<file path="src/rtl/rtc_bus_pkg.sv">
// Shared types and default timing for the RTC multiplexed-bus sequencer.
// Holds the state encoding, the read/write flag values and the state successor function.
package rtc_bus_pkg;

  localparam int SETUP_DEF = 2;
  localparam int PULSE_DEF = 10;
  localparam int HOLD_DEF  = 2;
  localparam int GAP_DEF   = 4;
  localparam int CW_DEF    = 8;

  localparam logic RW_READ  = 1'b1;
  localparam logic RW_WRITE = 1'b0;

  typedef enum logic [3:0] {
    ST_IDLE     = 4'd0,
    ST_A_SETUP  = 4'd1,
    ST_A_STROBE = 4'd2,
    ST_A_HOLD   = 4'd3,
    ST_GAP      = 4'd4,
    ST_D_SETUP  = 4'd5,
    ST_D_STROBE = 4'd6,
    ST_D_HOLD   = 4'd7,
    ST_DONE     = 4'd8
  } state_e;

  // Successor once the current timed state has run out; IDLE is left only by start.
  function automatic state_e next_state(input state_e s);
    case (s)
      ST_A_SETUP:  return ST_A_STROBE;
      ST_A_STROBE: return ST_A_HOLD;
      ST_A_HOLD:   return ST_GAP;
      ST_GAP:      return ST_D_SETUP;
      ST_D_SETUP:  return ST_D_STROBE;
      ST_D_STROBE: return ST_D_HOLD;
      ST_D_HOLD:   return ST_DONE;
      default:     return ST_IDLE;
    endcase
  endfunction

endpackage

</file>
<file path="src/rtl/rtc_bus_sequencer_if.sv">
// Request and pad-side signals of the RTC bus sequencer.
// master = upstream register logic plus pad input; slave = the sequencer.
interface rtc_bus_sequencer_if;
  logic       start;
  logic       rw;
  logic [7:0] addr;
  logic [7:0] wdata;
  logic [7:0] bus_in;
  logic [7:0] bus_out;
  logic       en_tri_e;
  logic       en_tri_l;
  logic       cs_n;
  logic       ad;
  logic       wr_n;
  logic       rd_n;
  logic [7:0] rdata;
  logic       busy;
  logic       done;

  modport master (
    output start, rw, addr, wdata, bus_in,
    input  bus_out, en_tri_e, en_tri_l, cs_n, ad, wr_n, rd_n, rdata, busy, done
  );

  modport slave (
    input  start, rw, addr, wdata, bus_in,
    output bus_out, en_tri_e, en_tri_l, cs_n, ad, wr_n, rd_n, rdata, busy, done
  );
endinterface

</file>
<file path="src/rtl/rtc_phase_timer.sv">
// Loadable down-counter that times each bus-cycle state.
// expired is high while the count is zero; the count then rests at zero.
module rtc_phase_timer #(
  parameter int CW = 8
) (
  input  logic          clk,
  input  logic          reset_n,
  input  logic          load,
  input  logic [CW-1:0] load_val,
  output logic          expired
);

  logic [CW-1:0] count_q, count_d;

  always_comb begin
    // NOTE: assign a default first so every path drives count_d and no latch is inferred.
    count_d = count_q;
    if (load) begin
      count_d = load_val;
    end else if (count_q != '0) begin
      count_d = count_q - CW'(1);
    end
  end

  // NOTE: sequential state uses non-blocking assignments so every flop samples pre-edge values.
  always_ff @(posedge clk or negedge reset_n) begin
    if (!reset_n) begin
      count_q <= '0;
    end else begin
      count_q <= count_d;
    end
  end

  assign expired = (count_q == '0);

endmodule

</file>
<file path="src/rtl/rtc_bus_sequencer.sv">
// Sequences one RTC read or write as address phase, gap and data phase on the shared bus.
// Every output is a flop loaded from the next-state decode, so cs_n and the strobes cannot glitch.
module rtc_bus_sequencer
  import rtc_bus_pkg::*;
#(
  parameter int SETUP = SETUP_DEF,
  parameter int PULSE = PULSE_DEF,
  parameter int HOLD  = HOLD_DEF,
  parameter int GAP   = GAP_DEF,
  parameter int CW    = CW_DEF
) (
  input logic                clk,
  input logic                reset_n,
  rtc_bus_sequencer_if.slave bus
);

  localparam longint TMAX = (64'd1 << CW) - 64'd1;

  generate
    if (CW < 1 || CW > 31 ||
        SETUP < 1 || SETUP > TMAX || PULSE < 1 || PULSE > TMAX ||
        HOLD  < 1 || HOLD  > TMAX || GAP   < 1 || GAP   > TMAX) begin : g_bad_timing
      $error("rtc_bus_sequencer: timing parameter outside 1 .. 2**CW-1");
    end
  endgenerate

  localparam logic [CW-1:0] SETUP_M1 = CW'(SETUP - 1);
  localparam logic [CW-1:0] PULSE_M1 = CW'(PULSE - 1);
  localparam logic [CW-1:0] HOLD_M1  = CW'(HOLD - 1);
  localparam logic [CW-1:0] GAP_M1   = CW'(GAP - 1);

  function automatic logic [CW-1:0] reload_val(input state_e s);
    case (s)
      ST_A_SETUP, ST_D_SETUP:   return SETUP_M1;
      ST_A_STROBE, ST_D_STROBE: return PULSE_M1;
      ST_A_HOLD, ST_D_HOLD:     return HOLD_M1;
      ST_GAP:                   return GAP_M1;
      default:                  return '0;
    endcase
  endfunction

  state_e        state_q, state_d;
  logic          timer_load, expired;
  logic [CW-1:0] timer_val;
  logic          accept;

  logic       rw_q, rw_d;
  logic [7:0] addr_q, addr_d, wdata_q, wdata_d;

  logic       cs_n_q, cs_n_d, ad_q, ad_d, wr_n_q, wr_n_d, rd_n_q, rd_n_d;
  logic       en_e_q, en_e_d, en_l_q, en_l_d, busy_q, busy_d, done_q, done_d;
  logic [7:0] bus_out_q, bus_out_d, rdata_q, rdata_d;

  rtc_phase_timer #(.CW(CW)) u_timer (
    .clk      (clk),
    .reset_n  (reset_n),
    .load     (timer_load),
    .load_val (timer_val),
    .expired  (expired)
  );

  always_comb begin
    state_d = state_q;
    accept  = 1'b0;
    if (state_q == ST_IDLE) begin
      accept = bus.start;
      if (bus.start) state_d = ST_A_SETUP;
    end else if (expired) begin
      state_d = next_state(state_q);
    end
    // Every state change except the return to IDLE starts a new timed interval.
    timer_load = (state_d != state_q) && (state_d != ST_IDLE);
    timer_val  = reload_val(state_d);

    rw_d    = accept ? bus.rw    : rw_q;
    addr_d  = accept ? bus.addr  : addr_q;
    wdata_d = accept ? bus.wdata : wdata_q;
  end

  always_comb begin
    cs_n_d    = 1'b1;
    ad_d      = 1'b1;
    wr_n_d    = 1'b1;
    rd_n_d    = 1'b1;
    en_e_d    = 1'b0;
    en_l_d    = 1'b0;
    bus_out_d = bus_out_q;
    busy_d    = (state_d != ST_IDLE);
    done_d    = (state_d == ST_DONE);
    rdata_d   = rdata_q;

    case (state_d)
      ST_A_SETUP, ST_A_STROBE, ST_A_HOLD: begin
        cs_n_d    = 1'b0;
        ad_d      = 1'b0;
        bus_out_d = addr_d;
        wr_n_d    = (state_d != ST_A_STROBE);
        en_e_d    = (rw_d == RW_WRITE);
        en_l_d    = (rw_d == RW_READ);
      end
      ST_D_SETUP, ST_D_STROBE, ST_D_HOLD: begin
        cs_n_d = 1'b0;
        if (rw_d == RW_READ) begin
          bus_out_d = 8'h00;
          rd_n_d    = (state_d != ST_D_STROBE);
        end else begin
          bus_out_d = wdata_d;
          en_e_d    = 1'b1;
          wr_n_d    = (state_d != ST_D_STROBE);
        end
      end
      default: ;
    endcase

    // Capture on the final strobe cycle, just before rd_n rises.
    if (state_q == ST_D_STROBE && expired && rw_q == RW_READ) begin
      rdata_d = bus.bus_in;
    end
  end

  always_ff @(posedge clk or negedge reset_n) begin
    if (!reset_n) begin
      state_q   <= ST_IDLE;
      rw_q      <= RW_WRITE;
      addr_q    <= 8'h00;
      wdata_q   <= 8'h00;
      cs_n_q    <= 1'b1;
      ad_q      <= 1'b1;
      wr_n_q    <= 1'b1;
      rd_n_q    <= 1'b1;
      en_e_q    <= 1'b0;
      en_l_q    <= 1'b0;
      bus_out_q <= 8'h00;
      rdata_q   <= 8'h00;
      busy_q    <= 1'b0;
      done_q    <= 1'b0;
    end else begin
      state_q   <= state_d;
      rw_q      <= rw_d;
      addr_q    <= addr_d;
      wdata_q   <= wdata_d;
      cs_n_q    <= cs_n_d;
      ad_q      <= ad_d;
      wr_n_q    <= wr_n_d;
      rd_n_q    <= rd_n_d;
      en_e_q    <= en_e_d;
      en_l_q    <= en_l_d;
      bus_out_q <= bus_out_d;
      rdata_q   <= rdata_d;
      busy_q    <= busy_d;
      done_q    <= done_d;
    end
  end

  assign bus.cs_n     = cs_n_q;
  assign bus.ad       = ad_q;
  assign bus.wr_n     = wr_n_q;
  assign bus.rd_n     = rd_n_q;
  assign bus.en_tri_e = en_e_q;
  assign bus.en_tri_l = en_l_q;
  assign bus.bus_out  = bus_out_q;
  assign bus.rdata    = rdata_q;
  assign bus.busy     = busy_q;
  assign bus.done     = done_q;

endmodule

</file>
<file path="src/flat_wrapper.sv">
// flat-port wrapper written by rule: the top's interface ports become plain ports
module rtc_bus_sequencer_flat import rtc_bus_pkg::*;
#(
  parameter int SETUP = SETUP_DEF,
  parameter int PULSE = PULSE_DEF,
  parameter int HOLD  = HOLD_DEF,
  parameter int GAP   = GAP_DEF,
  parameter int CW    = CW_DEF
)
  (clk, reset_n, bus_start, bus_rw, bus_addr, bus_wdata, bus_bus_in, bus_bus_out, bus_en_tri_e, bus_en_tri_l, bus_cs_n, bus_ad, bus_wr_n, bus_rd_n, bus_rdata, bus_busy, bus_done);
  rtc_bus_sequencer_if bus_i ();
  input logic clk;
  input logic reset_n;
  input wire logic [$bits(bus_i.start)-1:0] bus_start;
  input wire logic [$bits(bus_i.rw)-1:0] bus_rw;
  input wire logic [$bits(bus_i.addr)-1:0] bus_addr;
  input wire logic [$bits(bus_i.wdata)-1:0] bus_wdata;
  input wire logic [$bits(bus_i.bus_in)-1:0] bus_bus_in;
  output wire logic [$bits(bus_i.bus_out)-1:0] bus_bus_out;
  output wire logic [$bits(bus_i.en_tri_e)-1:0] bus_en_tri_e;
  output wire logic [$bits(bus_i.en_tri_l)-1:0] bus_en_tri_l;
  output wire logic [$bits(bus_i.cs_n)-1:0] bus_cs_n;
  output wire logic [$bits(bus_i.ad)-1:0] bus_ad;
  output wire logic [$bits(bus_i.wr_n)-1:0] bus_wr_n;
  output wire logic [$bits(bus_i.rd_n)-1:0] bus_rd_n;
  output wire logic [$bits(bus_i.rdata)-1:0] bus_rdata;
  output wire logic [$bits(bus_i.busy)-1:0] bus_busy;
  output wire logic [$bits(bus_i.done)-1:0] bus_done;
  assign bus_i.start = bus_start;
  assign bus_i.rw = bus_rw;
  assign bus_i.addr = bus_addr;
  assign bus_i.wdata = bus_wdata;
  assign bus_i.bus_in = bus_bus_in;
  assign bus_bus_out = bus_i.bus_out;
  assign bus_en_tri_e = bus_i.en_tri_e;
  assign bus_en_tri_l = bus_i.en_tri_l;
  assign bus_cs_n = bus_i.cs_n;
  assign bus_ad = bus_i.ad;
  assign bus_wr_n = bus_i.wr_n;
  assign bus_rd_n = bus_i.rd_n;
  assign bus_rdata = bus_i.rdata;
  assign bus_busy = bus_i.busy;
  assign bus_done = bus_i.done;
  rtc_bus_sequencer #(.SETUP(SETUP), .PULSE(PULSE), .HOLD(HOLD), .GAP(GAP), .CW(CW)) u_core (.clk(clk), .reset_n(reset_n), .bus(bus_i));
endmodule
</file>
<file path="config.mk">
export PLATFORM = sky130hd
export DESIGN_NAME = rtc_bus_sequencer_flat
export DESIGN_NICKNAME = d
export VERILOG_FILES = /design/src/rtl/rtc_bus_pkg.sv /design/src/rtl/rtc_bus_sequencer_if.sv /design/src/rtl/rtc_phase_timer.sv /design/src/rtl/rtc_bus_sequencer.sv /design/src/flat_wrapper.sv
export SDC_FILE = /design/constraint.sdc
export NUM_CORES = 1
export LEC_CHECK = 0
export ABC_AREA = 1
export CORE_MARGIN = 3
export CORE_UTILIZATION = 51
export CTS_BUF_LIST = sky130_fd_sc_hd__clkbuf_16
export DETAILED_ROUTE_END_ITERATION = 12
export PLACE_DENSITY = 0.79
export SETUP_SLACK_MARGIN = 0.2
export SLEW_MARGIN = 0
export SYNTH_ARGS = -nofsm -noshare
export SYNTH_HDL_FRONTEND = slang
export SYNTH_SLANG_ARGS = --single-unit
</file>
<file path="constraint.sdc">
create_clock -name clk -period 2.2 [get_ports clk]
set_clock_uncertainty 0.1 [all_clocks]
set_input_delay 0.44 -clock clk [delete_from_list [all_inputs] [get_ports clk]]
set_output_delay 0.44 -clock clk [all_outputs]
set_load 0.005 [all_outputs]
</file>
==> reports/qor.yml <==
setup_viol: 0
period_needed_ps: 1932
netlist_instances: 285
tritoncts: "yes"
synth-seq-cells: 53
layout-drive-gt1-share: 0.2438
yosys-top-cells-area: "dfrtp_1 (47%), nand2_1 (12%), nand3_1 (4.8%)"
peakVddDrop_v: 0.0009165
track_usage: 0.2054
clk_latency_ps: 290
start_util: 0.5374
max_freq_mhz: 517.6
arrival_ps: 2060
drcViolationCount: 0
port_buffers: 51
syn_area_per_cell_um2: 9.083
slew_violations: 0
synth_top_area_frac: 0.4737
slowest_delay_ps: 380
dp_hpwl_um: 3852
final_nets: 390
max_cap_viol_count: 0
grt_max_degree: 27
ys.flop_type: "dfrtp_1"
ios: 52
dieWidth_um: 77.25
synth_edf_count: 0
n_antenna_cell: 0
cts_made_buffers: 5
crit_buf_inv: 4
ys_warn_count: 0
powerDensity_nw_per_um2: 1414
clkSlewWorstSetupHoldPaths_ps: 70
fp.dieH_um: 77.25
n_fill_cell: 338
hold_viol: 0
tns_ps: 0
num_rows: 25
outcome: "finished, final reports clean"
yosysSeqAreaShare: 0.5143
worstSetupEndpointType: "flop"
place_congestion: 0.7980
cpMaxStageDelayCell: "dfrtp_1"
grt_antenna_before_repair: 0
syn-cell-area_um2: 2589
path_cells: "inv_2, ha_4, nand2_8, nor2_8, buf_4, o21ai_4, nor2_1, nand2_2, nand2_4, clkinv_4, buf_4, nor2_1"
fin_util: 0.7423
dr.pass1.iters: 4
min_period_over_period: 0.8783
viasPerCell: 5.007
coreArea_um2: 4817
synth_cell_types: 32
routedWlPerCell_um: 14.42
cp_max_fo: 6
cts.sinks: 53
synth_fp_nets: 315
cpLargestDelayFamily: "simple AND/OR/NAND/NOR gates"
critPathKind: "reg -> reg"
wl_um: 6173
tightest_slew_ps: 326.0
rsz0062_at_grt: "yes"
synth_area_leader_cell: "dfrtp_1"
cts_buffer_depth: 2
relSlewSlack: 0.7819
drtAntennaViolNets: 0
power_leakage_uw: 0.001724
grt-ovfl-total: 0
clock-root-buffer: "clkbuf_16"
crit_required_ps: 2330
cts-htree-levels: 2
grt_pass1_wl_um: 9763
area_growth_pct: 38.13
async_flop_share: 1.000
drt_iter0_markers: 178
grt_pass1_vias: 2043
cp-start-kind: "flop"
hold_path.class: "in -> async"
die_area_um2: 5967
num_vias: 2143
[cell type report]
class	instances	area (µm²)	area share
flip-flops and latches	53	1331	0.3723
multi-input cells	189	1121	0.3135
repair buffers	78	747.0	0.2089
inverters	33	128.9	0.03604
clock buffers	5	125.1	0.03499
well taps	67	83.83	0.02344
clock inverters	3	38.79	0.01085
[placed cells by master, fill, tap and decap left out, drive strengths merged]
cell            n
clkbuf          5
nand3b          1
dfrtp          49
dlygate4sd3     1
buf            27
clkinv          3
xor2            5
nand3          28
xnor2           1
mux2            8
inv            32
bufinv          1
o21ai          24
nor4            1
o2111ai         1
nor2           21
ha              2
a21oi           1
dfstp           4
nor3            4
nand2          92
clkdlybuf4s50  50
[final timing paths]
| kind | from | end | slack [ps] | cells after the start |
|---|---|---|---|---|
| worst max-delay path | u_core.u_timer.count_q[1] | u_core.u_timer.count_q[7] | 270 | 12 |
| worst min-delay path | reset_n | u_core.wdata_q[0] | 370 | 2 |
| worst max register to register | u_core.u_timer.count_q[1] | u_core.u_timer.count_q[7] | 270 | 12 |
| worst min register to register | u_core.wdata_q[4] | u_core.wdata_q[4] | 370 | 2 |
| max in group asynchronous | reset_n | u_core.bus.rd_n | 1070 | 3 |
| min in group clk | u_core.wdata_q[4] | u_core.wdata_q[4] | 370 | 2 |
[metrics by stage]
stage | worst slack, ps | total power [µW] | hold WS (ps) | std cells | area (µm²)
2_1_floorplan | 411.2 | 3039 | 44.41 | 285 | 2589
3_3_place_gp | 110.7 | 3647 | 143.2 | 402 | 3179
3_5_place_dp | 95.60 | 3708 | 143.6 | 402 | 3179
4_1_cts | 225.2 | 4772 | 364.3 | 418 | 3426
5_1_grt | 159.9 | 5439 | 377.9 | 428 | 3576
6_report | 267.8 | 5057 | 366.8 | 428 | 3576
[metal layers]
metal,vias to the layer above,GRT usage,share of wire
met5,-,0,0
met4,0,0.06406,0.018
met3,10,0.05047,0.073
met2,91,0.3031,0.48
met1,996,0.2982,0.43
li1,1046,-,-
[registers in the layout, indices dropped and copies added (netlist names)]
signal                  flops
u_core.bus.ad               1
u_core.bus.rdata            8
u_core.addr_q               8
u_core.rw_q                 1
u_core.bus.busy             1
u_core.bus.en_tri_e         1
u_core.wdata_q              8
u_core.bus.done             1
u_core.bus.wr_n             1
u_core.bus.en_tri_l         1
u_core.u_timer.count_q      8
u_core.bus.cs_n             1
u_core.bus.bus_out          8
u_core.state_q              4
u_core.bus.rd_n             1
[Yosys cell counts (4+ instances only)]
master and instances:
nand2_1 81, dfrtp_1 49, inv_1 26, nand3_1 25, o21ai_1 16, nor2_1 13
mux2_2 8, nand2_2 6, inv_2 5, nand2_4 5, xor2_1 5, buf_6 4
dfstp_2 4, nor2_2 4, o21ai_0 4, o21ai_2 4
[power breakdown]
part           internal [µW]  total (µW)  switching (µW)
Sequential              1360        1550             191
Clock                    531         867             336
Combinational           1170        2640            1460
Total                   3070        5060            1990
[cells by family (layout without fill, tap and decap cells)]
kind of cell | count (synthesis) | count (layout) | synth area share
flip-flops | 53 | 53 | 0.5143
AO/OA/AOI/OAI | 26 | 26 | 0.05751
AND/OR/NAND/NOR | 147 | 147 | 0.2832
adder cells (fa/ha/maj) | 2 | 2 | 0.009665
buffers and inverters | 43 | 119 | 0.08022
multiplexers | 8 | 8 | 0.03480
XOR/XNOR | 6 | 6 | 0.02030
[worst register-to-register path, stage by stage, from the launching register on]
cell and delay [ps]:
dfrtp_1 380, inv_2 100, ha_4 180, nand2_8 80, nor2_8 170, buf_4 140, o21ai_4 80, nor2_1 130
nand2_2 110, nand2_4 100, clkinv_4 80, buf_4 140, nor2_1 80
[repair_timing]
action                     CTS  global route
hold endpoints to repair     2             0
pin swaps                    5            10
hold buffers                 1             0
setup buffers                7            10
gates resized for setup      4            18
setup endpoints to repair   20            19
Note: power is estimated with default switching activity, not from simulation.
